## config.mk

```make
export PLATFORM = sky130hd
export DESIGN_NAME = axi_lite_master_port
export DESIGN_NICKNAME = d
export VERILOG_FILES = /design/src/rtl/axi_lite_master_port.sv
export SDC_FILE = /design/constraint.sdc
export NUM_CORES = 1
export LEC_CHECK = 0
export BUFFER_PORTS_ARGS = -buffer_cell sky130_fd_sc_hd__buf_2
export CAP_MARGIN = 40
export CORE_AREA = 3 3 232 234
export DETAILED_ROUTE_END_ITERATION = 12
export DIE_AREA = 0 0 235 237
export PLACE_DENSITY_LB_ADDON = 0.2
export SLEW_MARGIN = 15
export SYNTH_ARGS = -nofsm -noshare
export SYNTH_HDL_FRONTEND = slang
export SYNTH_SLANG_ARGS = --single-unit
export TNS_END_PERCENT = 20
```

## constraint.sdc

```tcl
create_clock -name clk_i -period 8.5 [get_ports clk_i]
set_clock_uncertainty 0.15 [all_clocks]
set_input_delay 2.125 -clock clk_i [delete_from_list [all_inputs] [get_ports clk_i]]
set_output_delay 2.125 -clock clk_i [all_outputs]
set_load 0.005 [all_outputs]
```

## src/rtl/axi_lite_master_port.sv

```systemverilog
// Single-outstanding AXI4-Lite initiator: converts a req/gnt memory-style port into single-beat
// AXI-Lite reads and writes, with a registered one-cycle completion pulse.

package axi_lite_master_port_pkg;

    localparam int unsigned AddrWidth = 64;
    localparam int unsigned DataWidth = 64;
    localparam int unsigned IdWidth   = 10;
    localparam int unsigned UserWidth = 1;

    typedef struct packed {
        logic [IdWidth-1:0]   id;
        logic [AddrWidth-1:0] addr;
        logic [7:0]           len;
        logic [2:0]           size;
        logic [1:0]           burst;
        logic                 lock;
        logic [3:0]           cache;
        logic [2:0]           prot;
        logic [3:0]           qos;
        logic [3:0]           region;
        logic [5:0]           atop;
        logic [UserWidth-1:0] user;
    } aw_chan_t;

    typedef struct packed {
        logic [DataWidth-1:0]   data;
        logic [DataWidth/8-1:0] strb;
        logic                   last;
        logic [UserWidth-1:0]   user;
    } w_chan_t;

    typedef struct packed {
        logic [IdWidth-1:0]   id;
        logic [1:0]           resp;
        logic [UserWidth-1:0] user;
    } b_chan_t;

    typedef struct packed {
        logic [IdWidth-1:0]   id;
        logic [AddrWidth-1:0] addr;
        logic [7:0]           len;
        logic [2:0]           size;
        logic [1:0]           burst;
        logic                 lock;
        logic [3:0]           cache;
        logic [2:0]           prot;
        logic [3:0]           qos;
        logic [3:0]           region;
        logic [UserWidth-1:0] user;
    } ar_chan_t;

    typedef struct packed {
        logic [IdWidth-1:0]   id;
        logic [DataWidth-1:0] data;
        logic [1:0]           resp;
        logic                 last;
        logic [UserWidth-1:0] user;
    } r_chan_t;

    typedef struct packed {
        aw_chan_t aw;
        logic     aw_valid;
        w_chan_t  w;
        logic     w_valid;
        logic     b_ready;
        ar_chan_t ar;
        logic     ar_valid;
        logic     r_ready;
    } axi_req_t;

    typedef struct packed {
        logic    aw_ready;
        logic    ar_ready;
        logic    w_ready;
        logic    b_valid;
        b_chan_t b;
        logic    r_valid;
        r_chan_t r;
    } axi_resp_t;

endpackage

module axi_lite_master_port #(
    parameter int unsigned            AXI_ADDR_WIDTH = 64,
    parameter int unsigned            AXI_DATA_WIDTH = 64,
    parameter int unsigned            AXI_ID_WIDTH   = 10,
    parameter logic [AXI_ID_WIDTH-1:0] AXI_ID        = '0,
    parameter type                    axi_req_t      = axi_lite_master_port_pkg::axi_req_t,
    parameter type                    axi_resp_t     = axi_lite_master_port_pkg::axi_resp_t
) (
    input  logic                        clk_i,
    input  logic                        rst_i,
    input  logic                        req_i,
    input  logic                        we_i,
    input  logic [AXI_ADDR_WIDTH-1:0]   addr_i,
    input  logic [AXI_DATA_WIDTH-1:0]   wdata_i,
    input  logic [AXI_DATA_WIDTH/8-1:0] be_i,
    output logic                        gnt_o,
    output logic                        rvalid_o,
    output logic [AXI_DATA_WIDTH-1:0]   rdata_o,
    output logic                        err_o,
    output axi_req_t                    axi_req_o,
    input  axi_resp_t                   axi_resp_i
);

    localparam logic [2:0] AxSize    = 3'($clog2(AXI_DATA_WIDTH / 8));
    localparam logic [1:0] BurstIncr = 2'b01;

    typedef enum logic [2:0] {
        StIdle,
        StWrAddrData,
        StWrResp,
        StRdAddr,
        StRdData
    } state_e;

    state_e                      state_q, state_d;
    logic [AXI_ADDR_WIDTH-1:0]   addr_q, addr_d;
    logic [AXI_DATA_WIDTH-1:0]   wdata_q, wdata_d;
    logic [AXI_DATA_WIDTH/8-1:0] be_q, be_d;
    logic                        aw_done_q, aw_done_d;
    logic                        w_done_q, w_done_d;
    logic                        rvalid_q, rvalid_d;
    logic                        err_q, err_d;
    logic [AXI_DATA_WIDTH-1:0]   rdata_q, rdata_d;

    // Response ids, last and user are deliberately ignored.
    logic unused_resp;
    assign unused_resp = ^axi_resp_i;

    always_comb begin
        state_d   = state_q;
        addr_d    = addr_q;
        wdata_d   = wdata_q;
        be_d      = be_q;
        aw_done_d = aw_done_q;
        w_done_d  = w_done_q;
        rvalid_d  = 1'b0;
        err_d     = err_q;
        rdata_d   = rdata_q;
        gnt_o     = 1'b0;

        // Payload always comes from the latched request so it stays stable while valid.
        axi_req_o          = '0;
        axi_req_o.aw.id    = AXI_ID;
        axi_req_o.aw.addr  = addr_q;
        axi_req_o.aw.size  = AxSize;
        axi_req_o.aw.burst = BurstIncr;
        axi_req_o.w.data   = wdata_q;
        axi_req_o.w.strb   = be_q;
        axi_req_o.w.last   = 1'b1;
        axi_req_o.ar.id    = AXI_ID;
        axi_req_o.ar.addr  = addr_q;
        axi_req_o.ar.size  = AxSize;
        axi_req_o.ar.burst = BurstIncr;

        unique case (state_q)
            StIdle: begin
                gnt_o = req_i;
                if (req_i) begin
                    addr_d    = addr_i;
                    wdata_d   = wdata_i;
                    be_d      = be_i;
                    aw_done_d = 1'b0;
                    w_done_d  = 1'b0;
                    state_d   = we_i ? StWrAddrData : StRdAddr;
                end
            end
            StWrAddrData: begin
                axi_req_o.aw_valid = !aw_done_q;
                axi_req_o.w_valid  = !w_done_q;
                if (axi_req_o.aw_valid && axi_resp_i.aw_ready) aw_done_d = 1'b1;
                if (axi_req_o.w_valid && axi_resp_i.w_ready)   w_done_d  = 1'b1;
                if (aw_done_d && w_done_d) state_d = StWrResp;
            end
            StWrResp: begin
                axi_req_o.b_ready = 1'b1;
                if (axi_resp_i.b_valid) begin
                    rvalid_d = 1'b1;
                    err_d    = axi_resp_i.b.resp[1];
                    state_d  = StIdle;
                end
            end
            StRdAddr: begin
                axi_req_o.ar_valid = 1'b1;
                if (axi_resp_i.ar_ready) state_d = StRdData;
            end
            StRdData: begin
                axi_req_o.r_ready = 1'b1;
                if (axi_resp_i.r_valid) begin
                    rvalid_d = 1'b1;
                    err_d    = axi_resp_i.r.resp[1];
                    rdata_d  = axi_resp_i.r.data;
                    state_d  = StIdle;
                end
            end
            default: state_d = StIdle;
        endcase
    end

    always_ff @(posedge clk_i or posedge rst_i) begin
        if (rst_i) begin
            state_q   <= StIdle;
            addr_q    <= '0;
            wdata_q   <= '0;
            be_q      <= '0;
            aw_done_q <= 1'b0;
            w_done_q  <= 1'b0;
            rvalid_q  <= 1'b0;
            err_q     <= 1'b0;
            rdata_q   <= '0;
        end else begin
            state_q   <= state_d;
            addr_q    <= addr_d;
            wdata_q   <= wdata_d;
            be_q      <= be_d;
            aw_done_q <= aw_done_d;
            w_done_q  <= w_done_d;
            rvalid_q  <= rvalid_d;
            err_q     <= err_d;
            rdata_q   <= rdata_d;
        end
    end

    assign rvalid_o = rvalid_q;
    assign err_o    = err_q;
    assign rdata_o  = rdata_q;

`ifndef SYNTHESIS
    aw_stable_a: assert property (@(posedge clk_i) disable iff (rst_i)
        axi_req_o.aw_valid && !axi_resp_i.aw_ready |=> axi_req_o.aw_valid && $stable(axi_req_o.aw));
    w_stable_a: assert property (@(posedge clk_i) disable iff (rst_i)
        axi_req_o.w_valid && !axi_resp_i.w_ready |=> axi_req_o.w_valid && $stable(axi_req_o.w));
    ar_stable_a: assert property (@(posedge clk_i) disable iff (rst_i)
        axi_req_o.ar_valid && !axi_resp_i.ar_ready |=> axi_req_o.ar_valid && $stable(axi_req_o.ar));
    rvalid_pulse_a: assert property (@(posedge clk_i) disable iff (rst_i)
        rvalid_o |=> !rvalid_o);
`endif

endmodule

```

==> run_results.csv <==
group,metric,value,unit
sta,rsz0062_at_grt,"no",
clock_network,clkSlewWorstSetupHoldPaths,0.05,ns
global_route,grt_pass1_vias,5954,
critical_path,cp-end-kind,"output pin",
sta,hold_viol,0,
critical_path,critPathMaxFanout,2,
synthesis,synthArstFlopShare,100,%
run_status,status,"complete, no violations",
clock_network,cts_resized,0,
layout,fillers,5663,
min_path,min_from,"rdata_o[51]",
sta,clock.fmax,0.202,GHz
place,dp.cells,1705,
die,die_h,237,microns
pwr,p_per_area,355,nW/um^2
pwr,ir_drop,213,uV
layout,drive_gt1_share,68.5,%
synthesis,syn_avg_cell_area,14.7,sq um
synthesis,synth_top_area_cell,"dfrtp_1",
global_route,grt_start_max_net_pins,139,
die,num_rows,84,
synthesis,syn_area,9140,sq um
route,wl_per_cell,14.3,microns
sta,tns,0,ns
flow_run,maxCapViolCount,0,
synthesis,synthCells,621,
route,vias,5899,
die,start_util,17.5,%
critical_path,cpMostUsedCell,"buf_2",
clock_network,clock_latency,0.52,ns
critical_path,required,6.23,ns
clock_network,cts_tree,"built",
place,port_buffers,482,
layout,multiInputGateArea,2810,sq um
synthesis,netlist.area_leader.share,56.7,%
layout,syn2layout_area_growth,34.1,%
layout,final_util,23.5,%
sta,fin_ws,3.56,ns
layout,stdcell_count,1750,
global_route,antenna_found_initial,0,
layout,fin_nets,1282,
pwr,p_total,0.00435,W
global_route,grt_pass1_wl,37100,microns
sta,slew_headroom,39.3,%
route,drc,0,
pwr,p_leak,6.15,nW
clock_network,htreeDepth,1,
global_route,grt.total_usage,8.38,%
layout,final-seq-area,5180,sq um
route,dr.pass1.iters,4,
clock_network,hold_buffers,0,
global_route,overflow,0,
synthesis,synth-seq-area-share,56.7,%
clock_network,clockBufferDepth,3,
die,die-area,55700,sq um
clock_network,cts_buffers,26,
critical_path,r2r_slack,6.04,ns
sta,fin_crit_sh,58.2,%
critical_path,crit_type,"input port to output pin",
layout,num_antenna_cells,0,
die,coreArea,52200,sq um
place,place_congestion,0.688,
synthesis,synthTopCellsByArea,"dfrtp_1 57%, mux2_2 24%, buf_4 13%, buf_12 1.5%, buf_6 1.4%",
critical_path,reg2reg_depth,3,
route,vias_per_cell,3.37,
place,pre_cts_ws,3.54,ns
sta,final.min_clock_period,4.94,ns
clock_network,post-cts-setup-buffers,0,
critical_path,cp_data_arrival_time,2.67,ns
critical_path,critPathLaunch,"req_i",
synthesis,synth-seq-cells,207,
critical_path,r2r-start,"state_q[1]",
die,pin_count,596,
clock_network,clk_root_buffer_cell,"clkbuf_16",
synthesis,synth_warnings,0,
sta,tightest_slew,0.910,ns
route,postRouteAntennaNets,0,
critical_path,slowest_delay,0.28,ns
synthesis,synthFlopType,"dfrtp_1",
critical_path,startpoint_type,"input port",
min_path,whs_path_depth,1,
route,wl,25100,microns
clock_network,clock_sinks,207,
critical_path,slowest_stage,"nor4b_4",
place,dp.final_hpwl,18900,microns
die,die_x,235,microns
synthesis,synth.distinct_cells,25,
sta,finalSetupViolCount,0,
critical_path,crit_chain,"buf_2 > nor4b_4 > buf_2",
route,drt_iter0_markers,113,
synthesis,synth_edf_count,0,
sta,drv_slew,0,
min_path,hold_path_class,"register to register",
-- synth_stat cells (2+ instances only) --
cell / count
buf_2: 3
dfrtp_1: 207
mux2_2: 193
or3b_2: 2
mux2_1: 9
nand2b_1: 2
nand3b_1: 3
buf_12: 7
inv_1: 3
nor2_1: 5
buf_4: 157
buf_6: 11
conb_1: 2
a21oi_1: 5
nand2_1: 2
-- cell usage in the layout (no fill, tap or decap), types with 2 or more instances in the layout --
master       n
buf_2      482
nand2b_1     2
conb_1      88
dfrtp_1    207
inv_1        2
buf_16       2
buf_12       2
clkinv_2     3
or3b_2       2
clkbuf_1     5
clkbuf_8     8
buf_4        3
nand2_1      2
mux2_1       9
mux2_2     193
clkbuf_16   27
nor2_1       5
a21oi_1      5
nand3b_1     3
-- per-stage QoR --
step	cell area, sq um	hold slack, ns
floorplan	9460	0.333
global placement	11300	0.313
detailed placement	11400	0.321
CTS	12200	0.334
global route	12300	0.338
finish	12300	0.329
-- path summary, 6_finish.rpt --
kind,to
max,gnt_o
min,rdata_o[51]
max reg2reg,addr_q[26]
min reg2reg,rdata_o[51]
max in group asynchronous,wdata_q[52]
min in group asynchronous,addr_q[56]
-- critical path, delay by kind of cell --
kind | cells | cell delay (ns)
AND/OR/NAND/NOR | 1 | 0.28
buffers and inverters | 2 | 0.27
-- kinds of logic after synthesis --
kind of cell	count (synthesis)	synth area share (%)
flops	207	56.7
simple gates	19	1.57
compound gates	9	0.602
other cells	2	0.0822
mux	203	25.0
buf+inv	181	16.1
-- sequential cells by signal, indices dropped and copies added, names as in the netlist --
signal,cells
wdata_q,64
rdata_o,64
rvalid_o,1
w_done_q,1
aw_done_q,1
be_q,8
state_q,3
addr_q,64
err_o,1
-- per-layer routing --
layer	GRT usage (%)	vias to the layer above	part of all wire (%)
li1	-	2719	-
met1	9.74	2906	38
met2	15.0	240	52
met3	2.05	34	6.9
met4	2.97	0	2.4
met5	0	-	0
-- cell type report --
| cell class | instances | area share, % |
|---|---|---|
| flip-flops and latches | 207 | 42.3 |
| multi-input cells | 319 | 23.0 |
| repair buffers | 489 | 20.6 |
| well taps | 688 | 7.03 |
| clock buffers | 40 | 6.57 |
| clock inverters | 4 | 0.368 |
| inverters | 3 | 0.153 |
-- report_power, final --
group	internal [W]	switching (W)	total (W)	leakage, nW
clock network	0.000673	0.000415	0.00109	0.422
logic	0.000900	0.000642	0.00154	3.21
registers	0.00145	0.000269	0.00172	2.51
total	0.00303	0.00133	0.00435	6.15
Power figures use the tool's default switching activity.
